### src/rtl/nrm_pkg.sv
// Shared FPU normaliser definitions: FSM states, shifter ops and exponent limits.
// Mantissa vectors are [40:0] with [40] holding the overflow position (bit -1).
package nrm_pkg;

  localparam int         MANT_W  = 40;
  localparam logic [7:0] EXP_MAX = 8'h7F;
  localparam logic [7:0] EXP_MIN = 8'h80;

  typedef enum logic [1:0] {
    IDLE = 2'd0,
    EVAL = 2'd1,
    FIN  = 2'd2
  } nrm_state_e;

  typedef enum logic [1:0] {
    SH_HOLD = 2'd0,
    SH_LOAD = 2'd1,
    SH_LEFT = 2'd2,
    SH_ASR  = 2'd3
  } sh_op_e;

endpackage

### src/rtl/nrm_shreg.sv
// 41-bit mantissa shift register (load / shift-left zero-fill / arithmetic shift-right)
// with the zero, overflow and already-normalised flags the FSM decides on.
import nrm_pkg::*;

module nrm_shreg (
  input  logic          clk_sys,
  input  logic          clr,
  input  sh_op_e        op,
  input  logic [40:0]   d,
  output logic [40:0]   r,
  output logic          is_zero,
  output logic          ovf,
  output logic          norm
);

  always_ff @(posedge clk_sys) begin
    if (clr) begin
      r <= '0;
    end else begin
      case (op)
        SH_LOAD: r <= d;
        SH_LEFT: r <= {r[39:0], 1'b0};
        SH_ASR:  r <= {r[40], r[40:1]};
        default: r <= r;
      endcase
    end
  end

  assign is_zero = (r == '0);
  assign ovf     = r[40] ^ r[39];
  assign norm    = r[39] ^ r[38];

endmodule

### src/rtl/nrm.sv
// Mantissa normaliser: at most one right shift or up to 39 left shifts, exponent tracked per shift.
// Port bit [MSB] corresponds to the leftmost FPU bit (m_in[40] = bit -1, t[39] = bit 0).
//
// state | meaning
// IDLE  | waiting for start; previous results held
// EVAL  | one normalisation decision per cycle
// FIN   | done pulse, results valid
import nrm_pkg::*;

module nrm (
  input  logic              clk_sys,
  input  logic              _0_nrm,
  input  logic              start,
  input  logic [40:0]       m_in,
  input  logic [7:0]        e_in,
  output logic              busy,
  output logic              done,
  output logic [MANT_W-1:0] t,
  output logic [7:0]        e_out,
  output logic              zero,
  output logic              of,
  output logic              uf
);

  nrm_state_e  state, state_nx;
  sh_op_e      sh_op;
  logic [40:0] r;
  logic [7:0]  x;
  logic        is_zero, ovf, norm;
  logic        ld, eval;
  logic        at_min;

  assign at_min = (x == EXP_MIN);

  nrm_shreg u_shreg (
    .clk_sys (clk_sys),
    .clr     (_0_nrm),
    .op      (sh_op),
    .d       (m_in),
    .r       (r),
    .is_zero (is_zero),
    .ovf     (ovf),
    .norm    (norm)
  );

  always_ff @(posedge clk_sys) begin
    if (_0_nrm) state <= IDLE;
    else        state <= state_nx;
  end

  always_comb begin
    state_nx = state;
    case (state)
      IDLE:    if (start) state_nx = EVAL;
      EVAL:    if (is_zero || ovf || norm || at_min) state_nx = FIN;
      FIN:     state_nx = IDLE;
      default: state_nx = IDLE;
    endcase
  end

  always_comb begin
    busy  = 1'b0;
    done  = 1'b0;
    ld    = 1'b0;
    eval  = 1'b0;
    sh_op = SH_HOLD;
    case (state)
      IDLE: begin
        if (start) begin
          ld    = 1'b1;
          sh_op = SH_LOAD;
        end
      end
      EVAL: begin
        busy = 1'b1;
        eval = 1'b1;
        if (!is_zero) begin
          if (ovf)                  sh_op = SH_ASR;
          else if (!norm && !at_min) sh_op = SH_LEFT;
        end
      end
      FIN:     done = 1'b1;
      default: ;
    endcase
  end

  // Exponent counter and result registers; the saturation checks keep x from wrapping.
  always_ff @(posedge clk_sys) begin
    if (_0_nrm) begin
      x     <= '0;
      t     <= '0;
      e_out <= '0;
      zero  <= 1'b0;
      of    <= 1'b0;
      uf    <= 1'b0;
    end else if (ld) begin
      x    <= e_in;
      zero <= 1'b0;
      of   <= 1'b0;
      uf   <= 1'b0;
    end else if (eval) begin
      if (is_zero) begin
        t     <= '0;
        e_out <= '0;
        zero  <= 1'b1;
      end else if (ovf) begin
        t <= r[40:1];
        if (x == EXP_MAX) begin
          of    <= 1'b1;
          e_out <= EXP_MAX;
        end else begin
          e_out <= x + 8'd1;
        end
      end else if (norm) begin
        t     <= r[39:0];
        e_out <= x;
      end else if (at_min) begin
        t     <= '0;
        e_out <= '0;
        zero  <= 1'b1;
        uf    <= 1'b1;
      end else begin
        x <= x - 8'd1;
      end
    end
  end

endmodule
### config.mk
export PLATFORM = sky130hd
export DESIGN_NAME = nrm
export DESIGN_NICKNAME = d
export VERILOG_FILES = /design/src/rtl/nrm_pkg.sv /design/src/rtl/nrm_shreg.sv /design/src/rtl/nrm.sv
export SDC_FILE = /design/constraint.sdc
export NUM_CORES = 1
export LEC_CHECK = 0
export CELL_PAD_IN_SITES_DETAIL_PLACEMENT = 0
export CELL_PAD_IN_SITES_GLOBAL_PLACEMENT = 2
export CORE_MARGIN = 8
export CORE_UTILIZATION = 33
export CTS_CLUSTER_DIAMETER = 150
export DETAILED_ROUTE_END_ITERATION = 16
export PLACE_DENSITY_LB_ADDON = 0.1
export SYNTH_ARGS = -nofsm -noshare
export SYNTH_HDL_FRONTEND = slang
export SYNTH_SLANG_ARGS = --single-unit
### constraint.sdc
create_clock -name clk_sys -period 6.5 [get_ports clk_sys]
set_clock_uncertainty 0.15 [all_clocks]
set_input_delay 1.3 -clock clk_sys [delete_from_list [all_inputs] [get_ports clk_sys]]
set_output_delay 1.3 -clock clk_sys [all_outputs]
set_load 0.1 [all_outputs]
## Word level (Yosys, flattened, before mapping)

Cells that the tools add are included.

| operators by class | value |
|---|---|
| add/subtract/negate cells | 2 |
| equal/unequal tests | 15 |
| multiplexer cells | 32 |
| bitwise gates (word level) | 7 |
| reduce and logical (&&, ||, !) cells | 21 |

Operators by type and width:

| cell | count |
|---|---|
| $mux 40 | 4 |
| $pmux 41 s3 | 1 |
| $mux 8 | 11 |
| $logic_not 41->1 | 1 |
| $mux 2 | 5 |
| $ne 2x2->1 const B | 5 |
| $reduce_and 5->1 | 2 |
| $mux 1 | 9 |
| $add 8x1->8 const B | 1 |
| $eq 8x7->1 const B | 1 |
| $eq 8x8->1 const B | 1 |
| $pmux 2 s2 | 2 |
| $reduce_and 4->1 | 2 |
| $sub 8x1->8 const B | 1 |
| $eq 2x2->1 const B | 3 |
| $ne 2x1->1 const B | 3 |
| $reduce_bool 2->1 | 3 |
| $not 1->1 | 5 |
| $eq 2x1->1 const B | 2 |
| $reduce_and 2->1 | 2 |
| $reduce_bool 4->1 | 1 |
| $logic_or 1x1->1 | 3 |
| $reduce_and 3->1 | 1 |
| $reduce_bool 3->1 | 1 |
| other kinds (5) | 7 |

| word-level totals | value |
|---|---|
| flip-flop bits (word level) | 102 |
| output and inout bits | 53 |
| word-level logic and storage cells | 86 |

## Depth between registers and ports, before layout

| logic depth | value |
|---|---|
| word-level depth | 10 |
| mapped depth | 17 |

## Modules after synthesis

From an unflattened synthesis, not the netlist that was laid out.

| second synthesis, totals | value |
|---|---|
| cell total of the unflattened synthesis | 601 |
| area total of the unflattened synthesis | 5474.0 um2 |

By module, submodules not included:

| module | instances | cells an instance | area an instance (um2) | sequential area each (um2) |
|---|---|---|---|---|
| nrm | 1 | 346 | 3239.4 | 1221.2 |
| nrm_shreg | 1 | 255 | 2234.6 | 820.8 |

## Worst setup path before layout

OpenSTA, ideal clock, no wires.

| timing path | value |
|---|---|
| path type | flip-flop to flip-flop |
| from | reg u_shreg.r[39] |
| to | reg u_shreg.r[14] |
| setup time | 95 ps |
| data arrival time | 3175 ps |
| setup slack | 3080 ps |
| cell stages (with the launch flop) | 18 |
| path buffers | 5 |
| path through | dfxtp_1 buf_2 inv_1 ha_1 nor4b_1 nand4_1 nor3_2 buf_4 nor2_1 a21oi_1 inv_1 ha_1 clkbuf_1 nor2_1 clkbuf_1 clkbuf_1 nand2_1 a221oi_1 |

| between the ends | value |
|---|---|
| longest elaborated chain between the ends | 9 |

RTL lines:

| element | line | text |
|---|---|---|
| start: declaration | nrm_shreg.sv:10 | `output logic [40:0] r,` |
| start signal: assignment | nrm_shreg.sv:22 | `SH_LEFT: r <= {r[39:0], 1'b0};` |
| start signal: assignment | nrm_shreg.sv:23 | `SH_ASR: r <= {r[40], r[40:1]};` |
| start signal: assignment | nrm_shreg.sv:24 | `default: r <= r;` |
| $xor 1x1->1 | nrm_shreg.sv:31 | `assign norm = r[39] ^ r[38];` |
| $logic_not 1->1 | nrm.sv:79 | `else if (!norm && !at_min) sh_op = SH_LEFT;` |
| $logic_and 1x1->1 | nrm.sv:79 |  |
| $mux 2 | nrm.sv:79 |  |
| $mux 2 | nrm.sv:78 | `if (ovf) sh_op = SH_ASR;` |
| $mux 2 (*) | nrm.sv:77 | `if (!is_zero) begin` |
| $pmux 2 s2 (*) | nrm.sv:67 | `case (state)` |
| $eq 2x2->1 / $eq 2x1->1 (equally long branches) | nrm_shreg.sv:20 | `case (op)` |
| $pmux 41 s3 / $reduce_bool 3->1 (equally long branches) | -- |  |

Every way passes the cells marked *; elsewhere a longest branch is shown, timed or not.
A chain may end at the register's enable or synchronous reset.

## Worst setup path in the final report

| timing path | value |
|---|---|
| from | reg u_shreg.r[39] |
| to | reg u_shreg.r[4] |

Same word-level chain as after synthesis.

==> metrics <==
run status=completed; Remaining DRCs=0; Synth warnings=0; clock tree buffer depth=2; Final Setup Violations=0; largest area contributor in the netlist=dfxtp_1; Synth top area share=40.3%; RSZ-0062 raised after global routing=false; Initial Utilization=33.6%; most common cell in the synthesized netlist=dfxtp_1; DR vias=4667; gpl congestion=0.788; critical setup path kind=reg2reg; Core Area=0.0151 mm^2; Root Driver=clkbuf_16; H-tree depth=3; Total Nets Final=706; Post-synth ARST share=0%; startpoint types=flip-flop; Core Util, Final=42.8%; largest fanout on the critical path=43; min-delay worst type=reg2reg; worst path required time=6.61 ns; peak supply drop=0.177 mV; Mapped Area=0.00507 mm^2; Die Area=0.0196 mm^2; number of hold buffers added after CTS=0; CTS Buf Count=9; Die Span Y=140 um; Synth top cells by count=102 x dfxtp_1, 79 x a221oi_1, 64 x nor2_1, 45 x nand2_1, 44 x inv_1; fin crit period=4.78 ns; max-cap violations=0; top post-synthesis cells by area=dfxtp_1 40%, a221oi_1 14%, o2bb2ai_1 7.3%; vias per cell=5.56; CTS resizes=0; port bufs=104; Syn Nets=641; Clk Latency, worst-skew pair=0.36 ns; Starting DRT DRC Count=355; ys flop type=dfxtp_1; EDFF count, synth=0; DR pass1 iterations=5; Pins Over Slew Limit=0; Post-CTS Setup Repair Bufs=0; Unique masters post-synth=55; Worst-path clk slew=0.07 ns; CP endpoint kind=flip-flop; Post-DRT Antenna Nets=0; Die X=140 um; Arrival @ worst endpoint=4.89 ns; pin count of the biggest net entering global routing=56; Avg Inst Size Synth=8.73 um^2; Tot GR Track Use=15.9%; #FFs+latches synth=102; Post-DP HPWL=10.5 mm; Slew headroom=21.7%; Pwr Density=418 mW/mm^2; first-pass GRT wire length=25.5 mm; ratio of cells with drive above 1 in the final layout=7.22%; fin crit share=73.5%; area grow syn2layout=27.4%; sequential area share after synthesis=40.3%; filler instances=1529; Routed WL per cell=18.5 um; Cells after Synth=581; ANT cells=0; Worst-Margin Slew=1.17 ns; Routed WL=15.5 mm; initial antenna violation count=0; fmax=0.209 GHz; leakage=0.00231 uW; Fin Setup TNS=0 ns; clk sinks=102; gr ovfl total=0; number of global-route vias before repair=4759; # rows=45; CTS tree=yes; Fin. Hold Viols=0; top-level I/O count=105
## logic make-up after synthesis
family	synth area share, %
buffers and inverters	9.01
muxes	0.420
and+or+nand+nor	15.8
DFF	40.3
xor gates and xnor gates	1.38
adders and majority gates	2.17
AOI/OAI and AO/OA	31.0
## worst paths after layout
check / to / from / slack (ns) / cells past startpoint
hold reg to reg: e_out[0]$_SDFFE_PP0P_ / e_out[0]$_SDFFE_PP0P_ / 0.30 / 1
setup / recovery: u_shreg.r[4]$_SDFFE_PP0P_ / u_shreg.r[39]$_SDFFE_PP0P_ / 1.72 / 14
setup reg to reg: u_shreg.r[4]$_SDFFE_PP0P_ / u_shreg.r[39]$_SDFFE_PP0P_ / 1.72 / 14
hold / removal: e_out[0]$_SDFFE_PP0P_ / e_out[0]$_SDFFE_PP0P_ / 0.30 / 1
## state kept, by name, indices dropped and copies added, names as in the netlist
register / count
zero: 1
uf: 1
of: 1
state: 2
t: 40
x: 8
e_out: 8
u_shreg.r: 41
## cells in the final DEF (no fill, tap or decap), types with 4 or more instances in the layout
cell type        instances
a22o_1                   5
inv_1                   44
a21oi_1                 10
nor4_2                   4
ha_1                     7
nand2_1                 45
o2bb2ai_1               42
a221oi_1                79
xnor2_1                  4
dfxtp_1                102
a31oi_1                 42
nor3_1                   6
clkbuf_16                9
nand3_1                  4
buf_4                   10
a211oi_1                 4
nand4_1                  4
nor4_1                   9
clkdlybuf4s50_1        103
nor2_1                  63
## per-stage QoR
step / setup WS [ns] / cell area (um^2) / std cells / hold WS (ns) / total power [uW]
CTS: 1.67 / 6460 / 839 / 0.310 / 2720
global placement: 1.96 / 6140 / 823 / 0.295 / 2120
global route: 1.31 / 6460 / 839 / 0.326 / 2880
detailed placement: 1.68 / 6140 / 823 / 0.293 / 2120
floorplan: 3.08 / 5070 / 581 / 0.353 / 1810
finish: 1.72 / 6460 / 839 / 0.305 / 2700
## critical path, cell delays in order (launching register included)
cell and delay [ns]:
dfxtp_1 0.41, inv_1 0.17, ha_1 0.18, nor4b_1 0.32, nand4_1 0.16, nor3_2 0.79
nor2_1 0.20, a21oi_1 0.32, inv_1 0.08, ha_1 0.19, buf_4 0.27, nor2_2 0.65
buf_4 0.40, nand2_1 0.10, a221oi_1 0.28
## metal layers
metal	up-vias	global-route usage [%]	part of all wire, %
met2	115	25.6	47
li1	2321	-	-
met1	2218	20.7	47
met5	-	0	0
met3	13	3.91	4.8
met4	0	5.03	1.2
## power breakdown
group | switching [uW] | internal [uW]
combinational | 821 | 379
sequential | 157 | 747
clock | 249 | 347
## final cells by class
class	instances	area [um^2]	area share (%)
clock buffers	10	239	3.70
clock inverters	6	85.1	1.32
inverters	44	165	2.56
well taps	188	235	3.64
repair buffers	114	1110	17.2
multi-input cells	375	2580	40.0
flip-flops and latches	102	2040	31.6
(Power assumes the default switching activity.)
